`src/rtl/demux_1to2_stream_if.sv`:
```
// Handshake bundle for the 1:2 stream demultiplexer: one input stream
// (data + destination select) and two independent output streams.
interface demux_1to2_stream_if #(
  parameter int WIDTH = 8
);
  logic [WIDTH-1:0] in_data;
  logic             in_sel;
  logic             in_valid;
  logic             in_ready;

  logic [WIDTH-1:0] out0_data;
  logic             out0_valid;
  logic             out0_ready;

  logic [WIDTH-1:0] out1_data;
  logic             out1_valid;
  logic             out1_ready;

  // Environment side: producer on the input, consumers on both outputs.
  modport master (
    output in_data, in_sel, in_valid, out0_ready, out1_ready,
    input  in_ready, out0_data, out0_valid, out1_data, out1_valid
  );

  // Demultiplexer side.
  modport slave (
    input  in_data, in_sel, in_valid, out0_ready, out1_ready,
    output in_ready, out0_data, out0_valid, out1_data, out1_valid
  );
endinterface

```
`src/rtl/demux_1to2_stream.sv`:
```
// Registered 1:2 stream demultiplexer. Each output owns a one-entry holding
// register, so a stalled consumer only blocks words addressed to it. A
// per-output counter tallies completed output handshakes (wrapping).
module demux_1to2_stream #(
  parameter int WIDTH = 8,
  parameter int CNT_W = 8
) (
  input  logic                 clk,
  input  logic                 rst,
  demux_1to2_stream_if.slave   st,
  output logic [CNT_W-1:0]     cnt0,
  output logic [CNT_W-1:0]     cnt1
);

  logic [1:0]       full_q;
  logic [WIDTH-1:0] data_q [2];
  logic [CNT_W-1:0] cnt_q  [2];

  logic [1:0]       drain;
  logic [1:0]       load;
  logic             accept;

  // Handshake decode: drains per output, input readiness from the selected
  // output only (never from in_valid), and the load strobes.
  always_comb begin
    // NOTE: every signal written here gets a default first, so no latch can be inferred.
    drain       = '0;
    load        = '0;
    accept      = 1'b0;
    st.in_ready = 1'b0;

    drain[0]    = full_q[0] & st.out0_ready;
    drain[1]    = full_q[1] & st.out1_ready;
    // The selected slot can take a word if it is empty or is being emptied
    // this cycle. Held high during reset, when nothing is buffered anyway.
    st.in_ready = rst | ~full_q[st.in_sel] | drain[st.in_sel];
    // Reset wins: a handshake in the reset cycle never loads.
    accept      = st.in_valid & st.in_ready & ~rst;
    load[0]     = accept & ~st.in_sel;
    load[1]     = accept &  st.in_sel;
  end

  // Holding registers and counters: load beats drain on the same slot, so a
  // simultaneous drain and load keeps the slot full with the new word.
  always_ff @(posedge clk) begin
    if (rst) begin
      full_q <= '0;
      for (int k = 0; k < 2; k++) begin
        // NOTE: the data registers are cleared too, because their (possibly stale) contents are always visible on outk_data.
        data_q[k] <= '0;
        cnt_q[k]  <= '0;
      end
    end else begin
      for (int k = 0; k < 2; k++) begin
        // NOTE: non-blocking assignments keep every register update based on pre-edge values.
        if (load[k]) begin
          data_q[k] <= st.in_data;
          full_q[k] <= 1'b1;
        end else if (drain[k]) begin
          full_q[k] <= 1'b0;
        end
        if (drain[k]) begin
          cnt_q[k] <= cnt_q[k] + 1'b1;
        end
      end
    end
  end

  assign st.out0_valid = full_q[0];
  assign st.out0_data  = data_q[0];
  assign st.out1_valid = full_q[1];
  assign st.out1_data  = data_q[1];
  assign cnt0          = cnt_q[0];
  assign cnt1          = cnt_q[1];

endmodule

```
`src/flat_wrapper.sv`:
```
// flat-port wrapper written by rule: the top's interface ports become plain ports
module demux_1to2_stream_flat 
#(
  parameter int WIDTH = 8,
  parameter int CNT_W = 8
)
  (clk, rst, cnt0, cnt1, st_in_data, st_in_sel, st_in_valid, st_out0_ready, st_out1_ready, st_in_ready, st_out0_data, st_out0_valid, st_out1_data, st_out1_valid);
  demux_1to2_stream_if #(.WIDTH(WIDTH)) st_i ();
  input  logic clk;
  input  logic rst;
  output logic [CNT_W-1:0] cnt0;
  output logic [CNT_W-1:0] cnt1;
  input wire logic [$bits(st_i.in_data)-1:0] st_in_data;
  input wire logic [$bits(st_i.in_sel)-1:0] st_in_sel;
  input wire logic [$bits(st_i.in_valid)-1:0] st_in_valid;
  input wire logic [$bits(st_i.out0_ready)-1:0] st_out0_ready;
  input wire logic [$bits(st_i.out1_ready)-1:0] st_out1_ready;
  output wire logic [$bits(st_i.in_ready)-1:0] st_in_ready;
  output wire logic [$bits(st_i.out0_data)-1:0] st_out0_data;
  output wire logic [$bits(st_i.out0_valid)-1:0] st_out0_valid;
  output wire logic [$bits(st_i.out1_data)-1:0] st_out1_data;
  output wire logic [$bits(st_i.out1_valid)-1:0] st_out1_valid;
  assign st_i.in_data = st_in_data;
  assign st_i.in_sel = st_in_sel;
  assign st_i.in_valid = st_in_valid;
  assign st_i.out0_ready = st_out0_ready;
  assign st_i.out1_ready = st_out1_ready;
  assign st_in_ready = st_i.in_ready;
  assign st_out0_data = st_i.out0_data;
  assign st_out0_valid = st_i.out0_valid;
  assign st_out1_data = st_i.out1_data;
  assign st_out1_valid = st_i.out1_valid;
  demux_1to2_stream #(.WIDTH(WIDTH), .CNT_W(CNT_W)) u_core (.clk(clk), .rst(rst), .st(st_i), .cnt0(cnt0), .cnt1(cnt1));
endmodule
```
`config.mk`:
```
export PLATFORM = sky130hd
export DESIGN_NAME = demux_1to2_stream_flat
export DESIGN_NICKNAME = d
export VERILOG_FILES = /design/src/rtl/demux_1to2_stream_if.sv /design/src/rtl/demux_1to2_stream.sv /design/src/flat_wrapper.sv
export SDC_FILE = /design/constraint.sdc
export NUM_CORES = 1
export LEC_CHECK = 0
export ABC_AREA = 1
export CORE_ASPECT_RATIO = 1.75
export CORE_MARGIN = 2
export CORE_UTILIZATION = 48
export DETAILED_ROUTE_END_ITERATION = 8
export PLACE_DENSITY = 0.87
export SLEW_MARGIN = 40
export SYNTH_ARGS = -nofsm -noshare
export SYNTH_HDL_FRONTEND = slang
export SYNTH_SLANG_ARGS = --single-unit
```
`constraint.sdc`:
```
create_clock -name clk -period 2.5 [get_ports clk]
set_input_delay 0.5 -clock clk [delete_from_list [all_inputs] [get_ports clk]]
set_output_delay 0.5 -clock clk [all_outputs]
set_load 0.01 [all_outputs]
```
* Word-level counts from Yosys, hierarchy flattened
Memories as Yosys holds them, arrays and structs flattened.
Index checks and enable logic that the tools add are counted.
** Storage, ports and cells
- Register bits after elaboration :: 2
- Memory bits (writable) :: 32
- Input port bits :: 14
- Word-level logic and storage cells :: 50
- Memories :: 2
** Memories
- u_core.cnt_q :: depth 2, bits a word 8, rd ports 2, clocked after memory_dff 0, write ports 2, line demux_1to2_stream.sv:17 : logic [CNT_W-1:0] cnt_q [2];
- u_core.data_q :: depth 2, bits a word 8, rd ports 2, clocked after memory_dff 0, write ports 2, line demux_1to2_stream.sv:16 : logic [WIDTH-1:0] data_q [2];
** Cells by class
- Add/sub/neg operators :: 2
- $lt $le $gt $ge :: 1
- Multiplexer cells :: 26
- Bitwise logic cells :: 15
- Reduce and logical (&&, ||, !) cells :: 2
** Operators by type and width (count)
- $mux W8 :: 4
- $mux W1 :: 22
- $add A8 B1 Y8 const B :: 2
- $and A1 B1 Y1 :: 6
- $or A1 B1 Y1 :: 6
- $reduce_bool A2 Y1 :: 2
- $not A1 Y1 :: 3
- $lt A1 B2 Y1 const B :: 1

* Longest topological paths before layout
Gate-level depths: netlist of the first run.
- Word-level depth :: 12
- Gate-level depth with buffers :: 7
- Mapped depth without buffers :: 7

* Worst setup path before layout of the first run
Ideal clock, no wire load.
- Kind :: in2reg
- Start :: in st_out0_ready
- End :: mem u_core.data_q[0][0] (enable)
- Setup time :: 329 ps
- Arrival :: 1124 ps
- Required time :: 2171 ps
- Path slack :: 1047 ps
- Cell stages on the path :: 6
- Buffers on the path :: 0
- Cells stage by stage :: nand2_1 > nand2_1 > nand2_1 > nand3_2 > nand3_1 > nand2_1
** RTL lines
- from (decl) :: line flat_wrapper.sv:16 : input wire logic [$bits(st_i.out0_ready)-1:0] st_out0_ready;
- to (decl) :: line demux_1to2_stream.sv:16

* Final worst setup path of the first run
- Start :: in st_out0_ready
- End :: out st_in_ready
** On the way
- Word-level cells in the longest chain between the ends :: 4
** Ends and longest elaborated chain
- $and A1 B1 Y1 :: line demux_1to2_stream.sv:32 : drain[0] = full_q[0] & st.out0_ready;
- $mux W1 (not written as such) (2 in series) :: line demux_1to2_stream.sv:36 : st.in_ready = rst | ~full_q[st.in_sel] | drain[st.in_sel];
- $or A1 B1 Y1 :: line demux_1to2_stream.sv:36
- to (decl) :: line flat_wrapper.sv:18 : output wire logic [$bits(st_i.in_ready)-1:0] st_in_ready;
Every way passes these cells. The select of a mux whose other input is x is not followed.

==> results.toml, run 1 <==
[global_routing]
antenna_found_initial = 0
grt_max_degree = 12
gr-usage-all-layers = 0.195
grt_pass1_wl_mm = 5.15
overflow = 0
grt_pass1_vias = 1198

[setup_path]
required_ps = 2000
regToRegEndpoint = "u_core.data_q[0][14]"
worstSetupStartpoint = "st_out0_ready"
cp.arrival_ps = 1900
start_kind = "input port"
critPathCaptureType = "output pin"
worst-path-max-fanout = 4
rrSetupSlack_ps = 980
ff2ff_path_depth = 6
rr_startpoint = "u_core.full_q[0]"
critPathKind = "in2out"

[synth]
ys_types = 19
synth_compound_area_frac = 0.0513
synthArstFlopShare = 0
synth_most_common_cell = "edfxtp_1"
netlist.area_leader.share = 0.646
synth_xor_area_frac = 0.0118
seq_area_frac_synth = 0.673
synth_area_um2 = 1490
syn_area_per_cell_um2 = 10.6
synth_edf_count = 32
synth_warnings = 0
ys_seq_elements = 34
ys.flop_type = "edfxtp_1"
synthAdderAreaFrac = 0.0168
synthMuxAreaShare = 0
synth_fp_nets = 156
ys_top_cells_by_area = "edfxtp_1, nand2_1, nor2_1, inv_1, a21oi_1"
yosys.area_share.simple = 0.183
synth_largest_area_cell = "edfxtp_1"
synth_top_family_by_area = "simple AND/OR/NAND/NOR gates"
netlist_instances = 140
synth.top_cells.by_count = "edfxtp_1, nand2_1, nor2_1"

[final_layout]
final_nets = 212
drive_gt1_frac = 0.0711
post-route-util = 0.724
final_cells = 225
antennaDiodeCount = 0
stdcell_area_um2 = 2120
area_growth_pct = 42.5

[floorplanning]
start_util = 0.508
die_area_um2 = 3580
fp.coreArea_um2 = 2930
rows = 26
die_h_um = 77.6
die_w_um = 46.1
io_pins = 49

[clock_network]
hold_buffers = 0
path_clk_slew_ps = 60
clkSinkCount = 34
numCtsBuffers = 5
clk_latency_ps = 270
cts_tree = "built"
cts_setup_buffers = 0
clockRootBuffer = "clkbuf_8"
cts_resized = 0
clock_path_buffers = 2
h-tree-depth = 2

[sta]
max_slew_margin = 0.739
hold_viol = 0
fin_crit_sh = 0.960
max_freq_mhz = 417
fin_setup_tns_ps = 0
layout_setup_ws_ps = 101
period_needed_ps = 2400
finalClockSkew_ps = 4.95
rsz0062_at_grt = "no"
slew_viol_final = 0
whs_ps = 526
worst_slew_pin_slew_ps = 390
setup_viol = 0

[pwr]
clockPowerShare = 0.369
ir_worst_vdd_mv = 0.613
seqPwrFrac = 0.516
p_int_mw = 1.03
powerDensity_nw_per_um2 = 615
combPwrFrac = 0.115
leakage_nw = 0.862
switching_share = 0.212
netSwitchingPower_uw = 276
p_total_mw = 1.30

[place]
placed_cell_area_um2 = 2010
gp_congestion = 0.824
place_ws_ps = 107
portBuffers = 48
dp_hpwl_mm = 2.43
placed_cells = 217

[run_status]
outcome = "complete, no violations"

[hold_path]
worst_hold_path_type = "reg2reg"
min_from = "u_core.full_q[0]"
holdPathStages = 2
min_to = "u_core.full_q[0]"

[drt]
drc = 0
wl_mm = 3.15
wl_per_cell_um = 14.0
avgViaCountPerCell = 5.19
vias = 1168
firstDrtPassIters = 4
drt_first_iter_violations = 24
antenna_left = 0

[flow_run]
cap_violations = 0
[metal layers]
| metal | wire [um] | share of wire | vias up | track usage |
|---|---|---|---|---|
| met5 | 0 | 0 | - | 0 |
| met4 | 17 | 0.0054 | 0 | 0.0657 |
| li1 | - | - | 571 | - |
| met1 | 1120 | 0.36 | 548 | 0.196 |
| met3 | 210 | 0.067 | 2 | 0.0674 |
| met2 | 1790 | 0.57 | 47 | 0.349 |
[layout make-up]
cell class | count | area, um2
well taps | 28 | 35.0
flip-flops and latches | 34 | 1000
repair buffers | 49 | 488
clock buffers | 5 | 68.8
fillers | 204 | 808
multi-input cells | 81 | 390
inverters | 25 | 96.3
clock inverters | 3 | 40.0
[state kept, by name, indices dropped and copies added (netlist names)]
signal,flops
u_core.data_q,16
u_core.cnt_q,16
u_core.full_q,2
[worst max path at each step]
| stage | end | slack [ps] | cells past startpoint |
|---|---|---|---|
| finish | st_in_ready | 100 | 6 |
| global route | st_in_ready | 20 | 6 |
| CTS | st_in_ready | 100 | 6 |
| detailed placement | st_in_ready | 110 | 6 |
| global placement | st_in_ready | 150 | 6 |
| floorplan | u_core.data_q[0][0] | 1050 | 6 |
[worst max-delay path, stage by stage]
cell and delay (ps):
clkdlybuf4s50_1 490, nand2_1 130, nand2_1 90, nand2_1 60, nand3_2 90, clkdlybuf4s50_1 550
[power by group through the flow]
stage	Combinational [mW]	Clock (mW)	Sequential (mW)
floorplan	0.0412	0	0.698
finish	0.150	0.480	0.673
global route	0.164	0.513	0.676
detailed placement	0.150	0	0.685
CTS	0.151	0.493	0.673
global placement	0.145	0	0.683
[logic make-up after synthesis]
logic type | count (synthesis)
AO/OA/AOI/OAI | 13
XOR/XNOR | 2
adder cells (fa/ha/maj) | 2
buffers and inverters | 25
flip-flops | 34
AND/OR/NAND/NOR | 64
[placed cells by master, fill, tap and decap left out, drive strengths merged]
master         instances
buf                    1
ha                     2
clkdlybuf4s50         48
xnor2                  1
edfxtp                32
nand2                 27
bufinv                 1
clkinv                 2
nand3                  7
clkbuf                 5
xor2                   1
a21oi                  9
nor3                   3
o21ai                  4
nor3b                  1
inv                   25
nor2                  25
dfxtp                  2
nand4                  1
Note: power is estimated with default switching activity, not from simulation.
==> run 2: changes to the inputs <==
--- a/config.mk
+++ b/config.mk
@@ -6,6 +6,7 @@
 export NUM_CORES = 1
 export LEC_CHECK = 0
 export ABC_AREA = 1
+export CAP_MARGIN = 20
 export CORE_ASPECT_RATIO = 1.75
 export CORE_MARGIN = 2
 export CORE_UTILIZATION = 48
==> results of run 2 <==
The final DEF is identical to that of run 1; final timing and power are the same.
==> run 3: changes to the inputs <==
--- a/config.mk
+++ b/config.mk
@@ -12,6 +12,7 @@
 export CORE_UTILIZATION = 48
 export DETAILED_ROUTE_END_ITERATION = 8
 export PLACE_DENSITY = 0.87
+export SKIP_CTS_REPAIR_TIMING = 1
 export SLEW_MARGIN = 40
 export SYNTH_ARGS = -nofsm -noshare
 export SYNTH_HDL_FRONTEND = slang
==> results of run 3 <==
The final DEF is identical to that of run 1; final timing and power are the same.
